--- config.mk ---
export PLATFORM = sky130hd
export DESIGN_NAME = i2c_master_ctrl
export DESIGN_NICKNAME = d
export VERILOG_FILES = /design/src/rtl/i2c_master_ctrl.sv
export SDC_FILE = /design/constraint.sdc
export NUM_CORES = 1
export LEC_CHECK = 0
export ABC_CLOCK_PERIOD_IN_PS = 2820
export CAP_MARGIN = 25
export CELL_PAD_IN_SITES_DETAIL_PLACEMENT = 2
export CELL_PAD_IN_SITES_GLOBAL_PLACEMENT = 2
export CORE_MARGIN = 2
export CORE_UTILIZATION = 32
export CTS_BUF_LIST = sky130_fd_sc_hd__clkbuf_16
export CTS_CLUSTER_SIZE = 10
export DETAILED_ROUTE_END_ITERATION = 8
export GPL_ROUTABILITY_DRIVEN = 0
export PLACE_DENSITY = 0.9
export REMOVE_ABC_BUFFERS = 1
export SLEW_MARGIN = 40
export SYNTH_ARGS = -nofsm -noshare
export SYNTH_HDL_FRONTEND = slang
export SYNTH_SLANG_ARGS = --single-unit
--- constraint.sdc ---
create_clock -name clk -period 2.82 [get_ports clk]
set_clock_uncertainty 0.1 [all_clocks]
set_input_delay 0.282 -clock clk [delete_from_list [all_inputs] [get_ports clk]]
set_output_delay 0.282 -clock clk [all_outputs]
set_load 0.05 [all_outputs]
--- src/rtl/i2c_master_ctrl.sv ---
// i2c_master_ctrl: single-master, push-pull-SCL I2C controller for register
// style transfers (device address, 0..4 register-address bytes, 1..4 data bytes).
//
// Ports
//   clk, rst_n        clock (rising edge), asynchronous active-low reset
//   start_i           transaction request, accepted only while busy=0
//   rw, id            direction (1 = read) and 7-bit target address
//   add_nbyte         register-address byte count (clamped to 0..4)
//   data_nbyte        data byte count (0 -> 1, clamped to 1..4)
//   addr, wdata       right-aligned register address / write data
//   rdata             right-aligned read data
//   busy, done, nack  status; done is a one-cycle pulse, nack valid with done
//   scl, sdo, sdo_en  bus drive (sdo_en=0 releases SDA)
//   sdi               sampled SDA pad
//   state_o           current FSM state for debug
//
// state  | meaning
// IDLE   | bus idle, waiting for start_i
// START  | start condition
// DEVA   | device address byte (write, or read when no register address)
// ACKD   | slave ACK for DEVA
// REGA   | register-address byte
// ACKR   | slave ACK for REGA
// WRD    | write-data byte
// ACKW   | slave ACK for WRD
// RSTART | repeated start before the read phase
// DEVR   | device address byte with R/W=1
// ACKD2  | slave ACK for DEVR
// RDD    | read-data byte from slave
// MACK   | master ACK/NACK after a read byte
// STOP   | stop condition
module i2c_master_ctrl #(
    parameter int unsigned QTR = 8
) (
    input  logic        clk,
    input  logic        rst_n,
    input  logic        start_i,
    input  logic        rw,
    input  logic [6:0]  id,
    input  logic [3:0]  add_nbyte,
    input  logic [3:0]  data_nbyte,
    input  logic [31:0] addr,
    input  logic [31:0] wdata,
    output logic [31:0] rdata,
    output logic        busy,
    output logic        done,
    output logic        nack,
    output logic        scl,
    output logic        sdo,
    output logic        sdo_en,
    input  logic        sdi,
    output logic [3:0]  state_o
);

    typedef enum logic [3:0] {
        IDLE   = 4'd0,  START = 4'd1,  DEVA  = 4'd2,  ACKD = 4'd3,
        REGA   = 4'd4,  ACKR  = 4'd5,  WRD   = 4'd6,  ACKW = 4'd7,
        RSTART = 4'd8,  DEVR  = 4'd9,  ACKD2 = 4'd10, RDD  = 4'd11,
        MACK   = 4'd12, STOP  = 4'd13
    } state_t;

    localparam logic [7:0] QTR_M1 = 8'(QTR - 1);

    state_t      state_q, state_d;
    logic [7:0]  qcnt_q, qcnt_d;
    logic [1:0]  qtr_q, qtr_d;
    logic [2:0]  bit_q, bit_d;
    logic [1:0]  idx_q, idx_d;
    logic        rw_q, rw_d;
    logic [6:0]  id_q, id_d;
    logic [2:0]  acnt_q, acnt_d;
    logic [2:0]  dcnt_q, dcnt_d;
    logic [31:0] addr_q, addr_d;
    logic [31:0] wdata_q, wdata_d;
    logic [31:0] rdata_q, rdata_d;
    logic        ack_q, ack_d;
    logic        nack_q, nack_d;
    logic        done_q, done_d;

    logic [2:0]  a_clamp, d_clamp;
    logic        qtr_end, seg_end, sample_now;
    logic [7:0]  cur_byte;

    assign a_clamp    = (add_nbyte > 4'd4) ? 3'd4 : add_nbyte[2:0];
    assign d_clamp    = (data_nbyte == 4'd0) ? 3'd1 :
                        (data_nbyte > 4'd4) ? 3'd4 : data_nbyte[2:0];
    assign qtr_end    = (qcnt_q == 8'd0);
    assign seg_end    = qtr_end && (qtr_q == 2'd3);
    assign sample_now = qtr_end && (qtr_q == 2'd2);

    // Byte currently on the wire; bit_q counts 7..0 so MSB goes first.
    always_comb begin
        cur_byte = 8'h00;
        case (state_q)
            DEVA:    cur_byte = {id_q, rw_q & (acnt_q == 3'd0)};
            DEVR:    cur_byte = {id_q, 1'b1};
            REGA:    cur_byte = addr_q[{idx_q, 3'b000} +: 8];
            WRD:     cur_byte = wdata_q[{idx_q, 3'b000} +: 8];
            default: cur_byte = 8'h00;
        endcase
    end

    always_comb begin
        state_d = state_q;
        qcnt_d  = qcnt_q;
        qtr_d   = qtr_q;
        bit_d   = bit_q;
        idx_d   = idx_q;
        rw_d    = rw_q;
        id_d    = id_q;
        acnt_d  = acnt_q;
        dcnt_d  = dcnt_q;
        addr_d  = addr_q;
        wdata_d = wdata_q;
        rdata_d = rdata_q;
        ack_d   = ack_q;
        nack_d  = nack_q;
        done_d  = 1'b0;
        if (state_q == IDLE) begin
            if (start_i) begin
                state_d = START;
                rw_d    = rw;
                id_d    = id;
                acnt_d  = a_clamp;
                dcnt_d  = d_clamp;
                addr_d  = addr;
                wdata_d = wdata;
                rdata_d = 32'h0;
                nack_d  = 1'b0;
                qcnt_d  = QTR_M1;
                qtr_d   = 2'd0;
                bit_d   = 3'd7;
            end
        end else begin
            if (qtr_end) begin
                qcnt_d = QTR_M1;
                qtr_d  = qtr_q + 2'd1;
            end else begin
                qcnt_d = qcnt_q - 8'd1;
            end
            if (sample_now) begin
                ack_d = sdi;
                if (state_q == RDD) rdata_d = {rdata_q[30:0], sdi};
            end
            if (seg_end) begin
                bit_d = 3'd7;
                case (state_q)
                    START:  state_d = DEVA;
                    DEVA, REGA, WRD, DEVR, RDD: begin
                        if (bit_q != 3'd0) begin
                            bit_d = bit_q - 3'd1;
                        end else begin
                            case (state_q)
                                DEVA:    state_d = ACKD;
                                REGA:    state_d = ACKR;
                                WRD:     state_d = ACKW;
                                DEVR:    state_d = ACKD2;
                                default: state_d = MACK;
                            endcase
                        end
                    end
                    ACKD: begin
                        if (ack_q) begin
                            state_d = STOP;
                            nack_d  = 1'b1;
                        end else if (acnt_q != 3'd0) begin
                            state_d = REGA;
                            idx_d   = 2'(acnt_q - 3'd1);
                        end else begin
                            state_d = rw_q ? RDD : WRD;
                            idx_d   = 2'(dcnt_q - 3'd1);
                        end
                    end
                    ACKR: begin
                        if (ack_q) begin
                            state_d = STOP;
                            nack_d  = 1'b1;
                        end else if (idx_q != 2'd0) begin
                            state_d = REGA;
                            idx_d   = idx_q - 2'd1;
                        end else if (rw_q) begin
                            state_d = RSTART;
                        end else begin
                            state_d = WRD;
                            idx_d   = 2'(dcnt_q - 3'd1);
                        end
                    end
                    ACKW: begin
                        if (ack_q) begin
                            state_d = STOP;
                            nack_d  = 1'b1;
                        end else if (idx_q != 2'd0) begin
                            state_d = WRD;
                            idx_d   = idx_q - 2'd1;
                        end else begin
                            state_d = STOP;
                        end
                    end
                    RSTART: state_d = DEVR;
                    ACKD2: begin
                        if (ack_q) begin
                            state_d = STOP;
                            nack_d  = 1'b1;
                        end else begin
                            state_d = RDD;
                            idx_d   = 2'(dcnt_q - 3'd1);
                        end
                    end
                    MACK: begin
                        if (idx_q != 2'd0) begin
                            state_d = RDD;
                            idx_d   = idx_q - 2'd1;
                        end else begin
                            state_d = STOP;
                        end
                    end
                    STOP: begin
                        state_d = IDLE;
                        done_d  = 1'b1;
                        qcnt_d  = 8'd0;
                        qtr_d   = 2'd0;
                        idx_d   = 2'd0;
                    end
                    default: state_d = IDLE;
                endcase
            end
        end
    end

    always_ff @(posedge clk or negedge rst_n) begin
        if (!rst_n) begin
            state_q <= IDLE;
            qcnt_q  <= 8'd0;
            qtr_q   <= 2'd0;
            bit_q   <= 3'd0;
            idx_q   <= 2'd0;
            rw_q    <= 1'b0;
            id_q    <= 7'd0;
            acnt_q  <= 3'd0;
            dcnt_q  <= 3'd0;
            addr_q  <= 32'h0;
            wdata_q <= 32'h0;
            rdata_q <= 32'h0;
            ack_q   <= 1'b0;
            nack_q  <= 1'b0;
            done_q  <= 1'b0;
        end else begin
            state_q <= state_d;
            qcnt_q  <= qcnt_d;
            qtr_q   <= qtr_d;
            bit_q   <= bit_d;
            idx_q   <= idx_d;
            rw_q    <= rw_d;
            id_q    <= id_d;
            acnt_q  <= acnt_d;
            dcnt_q  <= dcnt_d;
            addr_q  <= addr_d;
            wdata_q <= wdata_d;
            rdata_q <= rdata_d;
            ack_q   <= ack_d;
            nack_q  <= nack_d;
            done_q  <= done_d;
        end
    end

    // Bus drive is decoded from state and quarter so reset releases the bus
    // in the same instant the state register clears.
    always_comb begin
        scl    = 1'b1;
        sdo    = 1'b1;
        sdo_en = 1'b0;
        case (state_q)
            START, RSTART: begin
                scl = (qtr_q != 2'd0);
                if (qtr_q[1]) begin
                    sdo_en = 1'b1;
                    sdo    = 1'b0;
                end
            end
            STOP: begin
                scl = (qtr_q != 2'd0);
                if (!qtr_q[1]) begin
                    sdo_en = 1'b1;
                    sdo    = 1'b0;
                end
            end
            DEVA, REGA, WRD, DEVR: begin
                scl    = qtr_q[1];
                sdo_en = 1'b1;
                sdo    = cur_byte[bit_q];
            end
            ACKD, ACKR, ACKW, ACKD2, RDD: scl = qtr_q[1];
            MACK: begin
                scl = qtr_q[1];
                // Last read byte is NACKed by leaving SDA released.
                if (idx_q != 2'd0) begin
                    sdo_en = 1'b1;
                    sdo    = 1'b0;
                end
            end
            default: ;
        endcase
    end

    assign busy    = (state_q != IDLE);
    assign done    = done_q;
    assign nack    = nack_q;
    assign rdata   = rdata_q;
    assign state_o = state_q;

endmodule

==> summary.txt, run 1 <==
Synthesis
  – Share of synthesized flip-flops with an asynchronous set or reset: 100%
  – Largest cells by area after synthesis: dfrtp_1, nand2_1, a22o_1
  – Synth Warn #: 0
  – Synthesized cell area: 6490 um^2
  – Cell taking the most area after synthesis: dfrtp_1
  – Post-synth EDFFs: 0
  – Cells after Synth: 711
  – Syn_area_per_cell: 9.12 um^2
  – Seq/Total Area, Yosys: 50.5%
  – Share of the synthesized area in the top cell type: 50.5%
  – Seq cells post-synth: 131
  – Cell variety after synth: 66
  – Prevailing post-synth register cell: dfrtp_1

Clocking
  – Clock tree root buffer cell: clkbuf_16
  – Sink Count: 131
  – CTS tree: done
  – H-tree depth: 4
  – Number of CTS-inserted buffers: 17
  – Clock-pin slew on the worst setup and hold paths: about 60 ps
  – Max Buffers Root-to-Sink: 2
  – Worst-skew pair later-pin latency: 450 ps

Placed design
  – DP Area: roughly 8100 um^2
  – Pre-CTS setup slack: 21.6 ps
  – # port buffers: 125
  – Dpl hpwl: 15100 um
  – Dpl cells: approximately 1100

Critical path
  – Reg2reg start: state_o[1]
  – CP cell instances: buf_4 > nor4b_2 > or2_1 > a211oi_1 > o32a_1 > o21ai_4 > buf_12
  – Worst EP required: between 2000 and 2500 ps
  – Worst path max stage delay: 460 ps
  – R2R Setup Slk: 110 ps
  – Reg-to-reg endpoint: state_o[2]
  – Worst Path Arrival: 2790 ps
  – Crit Path Max Fanout: 6
  – Cell family with most CP delay: compound AO/OA/AOI/OAI gates
  – CP Launch Type: register
  – Kind of end point of the critical path: primary output
  – Slowest cell on crit path: dfrtp_2
  – Critical path class: reg2out
  – R2R cell count: 8
  – Worst path bufs/invs: 2

GRT
  – First-pass GRT wire length: 42300 um
  – Antenna violations before repair: 0
  – Total track usage: 25.8%
  – Largest net degree at the start of global routing: 51
  – GR Overflow Total: 0
  – Vias in the first global route: around 7000

Drt
  – Via-to-Cell Ratio: 5.47
  – Iter 0 DRT Violations: approximately 440
  – DRC: 0
  – DRT Pass-1 Iters: 5
  – Via Count: 6192
  – WL per Instance: 24.5 um
  – Routed Wire Length: roughly 28000 um
  – ANT nets after route: 0

Final layout
  – Final std cells w/o fill: 1131
  – Final instance area: ~9000 um^2
  – Area Overhead vs Synth: 37.0%
  – Multi-input logic area: slightly above 3000 um^2
  – Fin nets: 941
  – Ant diodes: 0
  – Share of layout cells above drive strength 1: about an eighth
  – # fillers: 2180
  – FF/Latch Area: 3280 um^2

Hold path
  – Hold crit path type: in2reg
  – Worst Hold End: addr_q[18]
  – Worst hold path stage count: 3
  – HP Start: addr[18]

STA
  – Fin crit share: 113%
  – Final WS setup: -355 ps
  – Worst slew pin tran: 599 ps
  – Final Hold Viols: 0
  – RSZ-0062 raised after global routing: yes
  – Min cycle time layout: ~3200 ps
  – Final setup viols: 2
  – Highest clock rate: 315 MHz
  – Slew headroom: roughly three fifths
  – Slew Limit Fails: 0

Status
  – Failing checks: negative setup slack
  – Status: finished with violations

Power
  – Power Density: 986 nW/um^2
  – Worst VDD drop: 0.000587 V
  – Pleak: slightly above 4 nW
  – Total power: 8.76 mW

Die
  – Die Span Y: 146 um
  – Die Width: around 150 um
  – Top Ports: roughly 130
  – Core area: 20000 um^2
  – Site Rows: 52
  – Full die area: 21400 um^2
  – Starting Density: 32.4%

Flow run
  – Max-cap violations: 0
state kept, by name (all words and copies together) (netlist names):
name     flops
done         1
idx_q        2
dcnt_q       2
id_q         7
qcnt_q       8
rdata       32
bit_q        3
addr_q      32
state_o      4
rw_q         1
ack_q        1
wdata_q     32
qtr_q        2
nack         1
acnt_q       3
worst max-delay path by stage:
| stage | start | end | cells past startpoint |
|---|---|---|---|
| 6_report | state_o[0] | sdo | 7 |
| 5_1_grt | state_o[0] | sdo | 8 |
| 4_1_cts | state_o[0] | sdo | 8 |
| 3_5_place_dp | state_o[0] | sdo | 8 |
| 3_3_place_gp | state_o[3] | sdo | 8 |
| 2_1_floorplan | state_o[1] | sdo | 6 |
cell families after synthesis:
| logic type | share of synthesized area, % |
|---|---|
| AND/OR/NAND/NOR | 22.7 |
| AO/OA/AOI/OAI | 15.1 |
| XOR/XNOR | 0.270 |
| buffers and inverters | 4.34 |
| adder cells (fa/ha/maj) | 1.74 |
| flip-flops | 50.5 |
| multiplexers | 5.30 |
stage by stage:
step	util, %	hold slack (ps)	setup TNS (ps)
6_report	44.3	276	-368
4_1_cts	44.0	267	-225
2_1_floorplan	-	-114	-76820
3_3_place_gp	40.4	201	0
3_5_place_dp	40.4	210	0
5_1_grt	44.3	300	-429
power by group:
group	internal [mW]	switching [mW]	total [mW]	leakage, nW
logic	1.31	2.16	3.47	2.21
clock network	1.20	0.952	2.15	0.269
registers	2.50	0.635	3.14	1.68
total	5.01	3.75	8.76	4.16
layout by cell type (no fill, tap or decap), types with 17 or more instances in the layout:
cell | Yosys | layout
nand2_1 | 253 | 251
dfrtp_1 | 131 | 126
clkdlybuf4s50_1 | 0 | 120
a22o_1 | 32 | 32
buf_4 | 0 | 32
o21ai_0 | 31 | 29
nor2_1 | 31 | 29
mux2i_1 | 22 | 22
a21oi_1 | 21 | 21
inv_1 | 18 | 18
clkbuf_16 | 0 | 17
final cells by class:
cell class                      instances  share of cell area, %
Tap cell                              270                   3.80
Clock buffer                           17                   4.79
Sequential cell                       131                   37.0
Clock inverter                         15                   1.34
Inverter                               18                  0.803
Timing Repair Buffer                  159                   17.8
Multi-Input combinational cell        521                   34.5
cells in the mapped netlist, drive strengths merged (4+ instances only):
cell type  instances
dfrtp            131
and3               4
a22o              32
a221oi             4
nor3               7
mux4               4
a2bb2oi            4
buf               17
nand3             11
o22ai              8
nand2b             9
inv               18
mux2i             22
nor2              31
a31oi              5
o21ai             32
a21oi             21
nand2            253
clkbuf            24
ha                 9
nor2b              6
o31ai              6
repair_timing:
| item | CTS | global route |
|---|---|---|
| hold buffers | 1 | 0 |
| cloned | 1 | 0 |
| gates resized for setup | 18 | 10 |
| buffers inserted | 9 | 1 |
| setup endpoints to repair | 2 | 3 |
| hold endpoints to repair | 39 | 0 |
| pin swaps | 3 | 2 |
routing by layer:
layer / global-route usage, % / vias to the layer above / part of all wire, %
li1: - / 2699 / -
met3: 4.47 / 92 / 3.9
met5: 0 / - / 0
met2: 44.0 / 232 / 51
met4: 14.3 / 0 / 4.5
met1: 31.1 / 3169 / 41
worst min-delay path, cell delays in order:
cell	delay (ps)
clkdlybuf4s50_1	400
nand2_1	60
nand2_1	40
No activity file was read; power rests on OpenSTA's default activity.
==> inputs of run 2 (changes only) <==
--- a/config.mk
+++ b/config.mk
@@ -5,7 +5,7 @@
 export SDC_FILE = /design/constraint.sdc
 export NUM_CORES = 1
 export LEC_CHECK = 0
-export ABC_CLOCK_PERIOD_IN_PS = 2820
+export ABC_CLOCK_PERIOD_IN_PS = 3600
 export CAP_MARGIN = 25
 export CELL_PAD_IN_SITES_DETAIL_PLACEMENT = 2
 export CELL_PAD_IN_SITES_GLOBAL_PLACEMENT = 2
@@ -17,7 +17,6 @@
 export GPL_ROUTABILITY_DRIVEN = 0
 export PLACE_DENSITY = 0.9
 export REMOVE_ABC_BUFFERS = 1
-export SLEW_MARGIN = 40
 export SYNTH_ARGS = -nofsm -noshare
 export SYNTH_HDL_FRONTEND = slang
 export SYNTH_SLANG_ARGS = --single-unit
==> constraint.sdc (replaced) <==
create_clock -name clk -period 3.6 [get_ports clk]
set_clock_uncertainty 0.1 [all_clocks]
set_input_delay 0.36 -clock clk [delete_from_list [all_inputs] [get_ports clk]]
set_output_delay 0.36 -clock clk [all_outputs]
set_load 0.05 [all_outputs]
==> summary.txt, run 2 (same netlist as run 1, synthesis figures left out) <==
Status
  – Status: finished, final reports clean

Critical path
  – Kind of end point of the critical path: primary output
  – Reg2reg start: state_o[1]
  – R2R Setup Slk: 850 ps (+740 ps)
  – Crit Path Max Fanout: 23 (+17)
  – Critical path class: reg2out
  – Worst EP required: 3140 ps (+700 ps)
  – CP Launch Type: register
  – Worst Path Arrival: 2990 ps (+200 ps)
  – R2R cell count: 7 (-1)
  – Reg-to-reg endpoint: bit_q[0]

Final layout
  – Area Overhead vs Synth: 33.6%
  – Ant diodes: 0 (unchanged)
  – Final Core Density: 43.2% (-1.1 points)
  – Share of layout cells above drive strength 1: 8.52% (-3.7 points)
  – # fillers: 2179 (-0.046%)
  – Fin nets: 925 (-1.7%)
  – Most frequent cells in the layout: nand2_1, dfrtp_1, clkdlybuf4s50_1
  – Final std cells w/o fill: 1115 (-1.4%)
  – Most common cell after layout, fill and taps aside: nand2_1

Flow run
  – Max-cap violations: 0 (unchanged)

Placed design
  – Dpl hpwl: 15700 um (+4.2%)
  – Dpl cells: 1079 (-0.74%)
  – Pre-CTS setup slack: 398 ps (+376 ps)
  – # port buffers: 125 (unchanged)

Power
  – Power Density: 773 nW/um^2 (-22%)
  – Total power: 6.70 mW (-24%)
  – Worst VDD drop: 0.000440 V (-25%)
  – Pleak: 4.07 nW (-2.1%)

Die
  – Full die area: 21400 um^2 (unchanged)
  – Die Span Y: 146 um (unchanged)
  – Starting Density: 32.4% (unchanged)
  – Core area: 20000 um^2 (unchanged)
  – Site Rows: 52 (unchanged)
  – Top Ports: 126 (unchanged)
  – Die Width: 146 um (unchanged)

Drt
  – DRT Pass-1 Iters: 4 (-1)
  – Iter 0 DRT Violations: 410 (-6.4%)
  – Via-to-Cell Ratio: 5.29 (-3.3%)
  – Via Count: 5900 (-4.7%)
  – ANT nets after route: 0 (unchanged)
  – Routed Wire Length: 24900 um (-10%)
  – WL per Instance: 22.3 um (-9.1%)
  – DRC: 0 (unchanged)

STA
  – Setup TNS: 0 ps (+368 ps)
  – Final Hold Viols: 0 (unchanged)
  – RSZ-0062 raised after global routing: no
  – Slew headroom: 46.1% (-14 points)
  – Final WS setup: 148 ps (+504 ps)
  – Worst slew pin tran: 809 ps (+210 ps)
  – Highest clock rate: 290 MHz
  – Fin crit share: between 90% and 100%
  – Final setup viols: 0 (-2)
  – Min cycle time layout: approximately 3500 ps
  – Slew Limit Fails: 0 (unchanged)

GRT
  – Total track usage: 24.2% (-1.6 points)
  – Vias in the first global route: 6869 (-1.4%)
  – First-pass GRT wire length: 40000 um (-5.3%)
  – GR Overflow Total: 0 (unchanged)
  – Largest net degree at the start of global routing: 79 (+55%)
  – Antenna violations before repair: 0 (unchanged)

Clocking
  – Number of CTS-inserted buffers: 17 (unchanged)
  – Sink Count: 131 (unchanged)
  – Clock tree root buffer cell: clkbuf_16
  – Worst-skew pair later-pin latency: 430 ps (-20 ps)
  – Max Buffers Root-to-Sink: 2 (unchanged)
  – H-tree depth: 4 (unchanged)
  – CTS tree: done
  – Clock-pin slew on the worst setup and hold paths: 70 ps (about the same)

Hold path
  – Hold crit path type: in2async
run 2: changes by cell type in the layout (fill, tap and decap cells not counted), moves of 3 or more:
cell | before | now
bufinv_16 | 1 | 4
clkinv_2 | 6 | 3
buf_12 | 5 | 2
buf_4 | 32 | 16
run 2: final cells by class:
cell class	instances	area [um^2]	share of cell area (%)
clock inverters	15	191	2.21
inverters	18	67.6	0.780
clock buffers	17	425	4.91
repair buffers	143	1420	16.4
multi-input cells	521	2940	33.9
flip-flops and latches	131	3280	37.9
well taps	270	338	3.90
run 2: worst max-delay path by stage:
stage                     startpoint  endpoint  slack (ps)  cells past startpoint
after global placement    state_o[0]       sdo         580                      8
after detailed placement  state_o[0]       sdo         400                      8
after floorplan           state_o[1]       sdo        -850                      6
final                     state_o[2]       sdo         150                      8
after global routing      state_o[2]       sdo          30                      8
after CTS                 state_o[1]       sdo          30                      8
run 2: per-stage QoR:
step | hold WS [ps] | instance area (um^2)
finish | 350 | 8660
global route | 374 | 8660
CTS | 348 | 8630
detailed placement | 272 | 8000
global placement | 272 | 8000
floorplan | -35.6 | 6270
run 2: layer usage:
| layer | global-route usage [%] | vias up | wire [um] |
|---|---|---|---|
| met5 | 0 | - | 0 |
| met4 | 11.5 | 0 | 971 |
| li1 | - | 2659 | - |
| met2 | 42.9 | 152 | 13000 |
| met3 | 4.16 | 65 | 779 |
| met1 | 28.6 | 3024 | 10100 |
run 2: report_power, final:
part / internal, mW / switching, mW
combinational: 0.896 / 1.50
sequential: 1.96 / 0.473
clock: 1.15 / 0.717
run 2: critical path, cell delays in order, from the launching register on:
cell and delay, ps:
dfrtp_2 540, nand4bb_1 210, buf_8 250, mux4_2 540, nor2_1 190, o311ai_1 150
a221oi_2 300, o21ai_1 190, buf_12 190
run 2: timing repair:
action | CTS | global route
endpoints found under the hold margin | 35 | 0
hold buffers | 1 | 0
setup buffers | 0 | 3
resized for setup | 3 | 6
endpoints found under the setup margin | 1 | 2
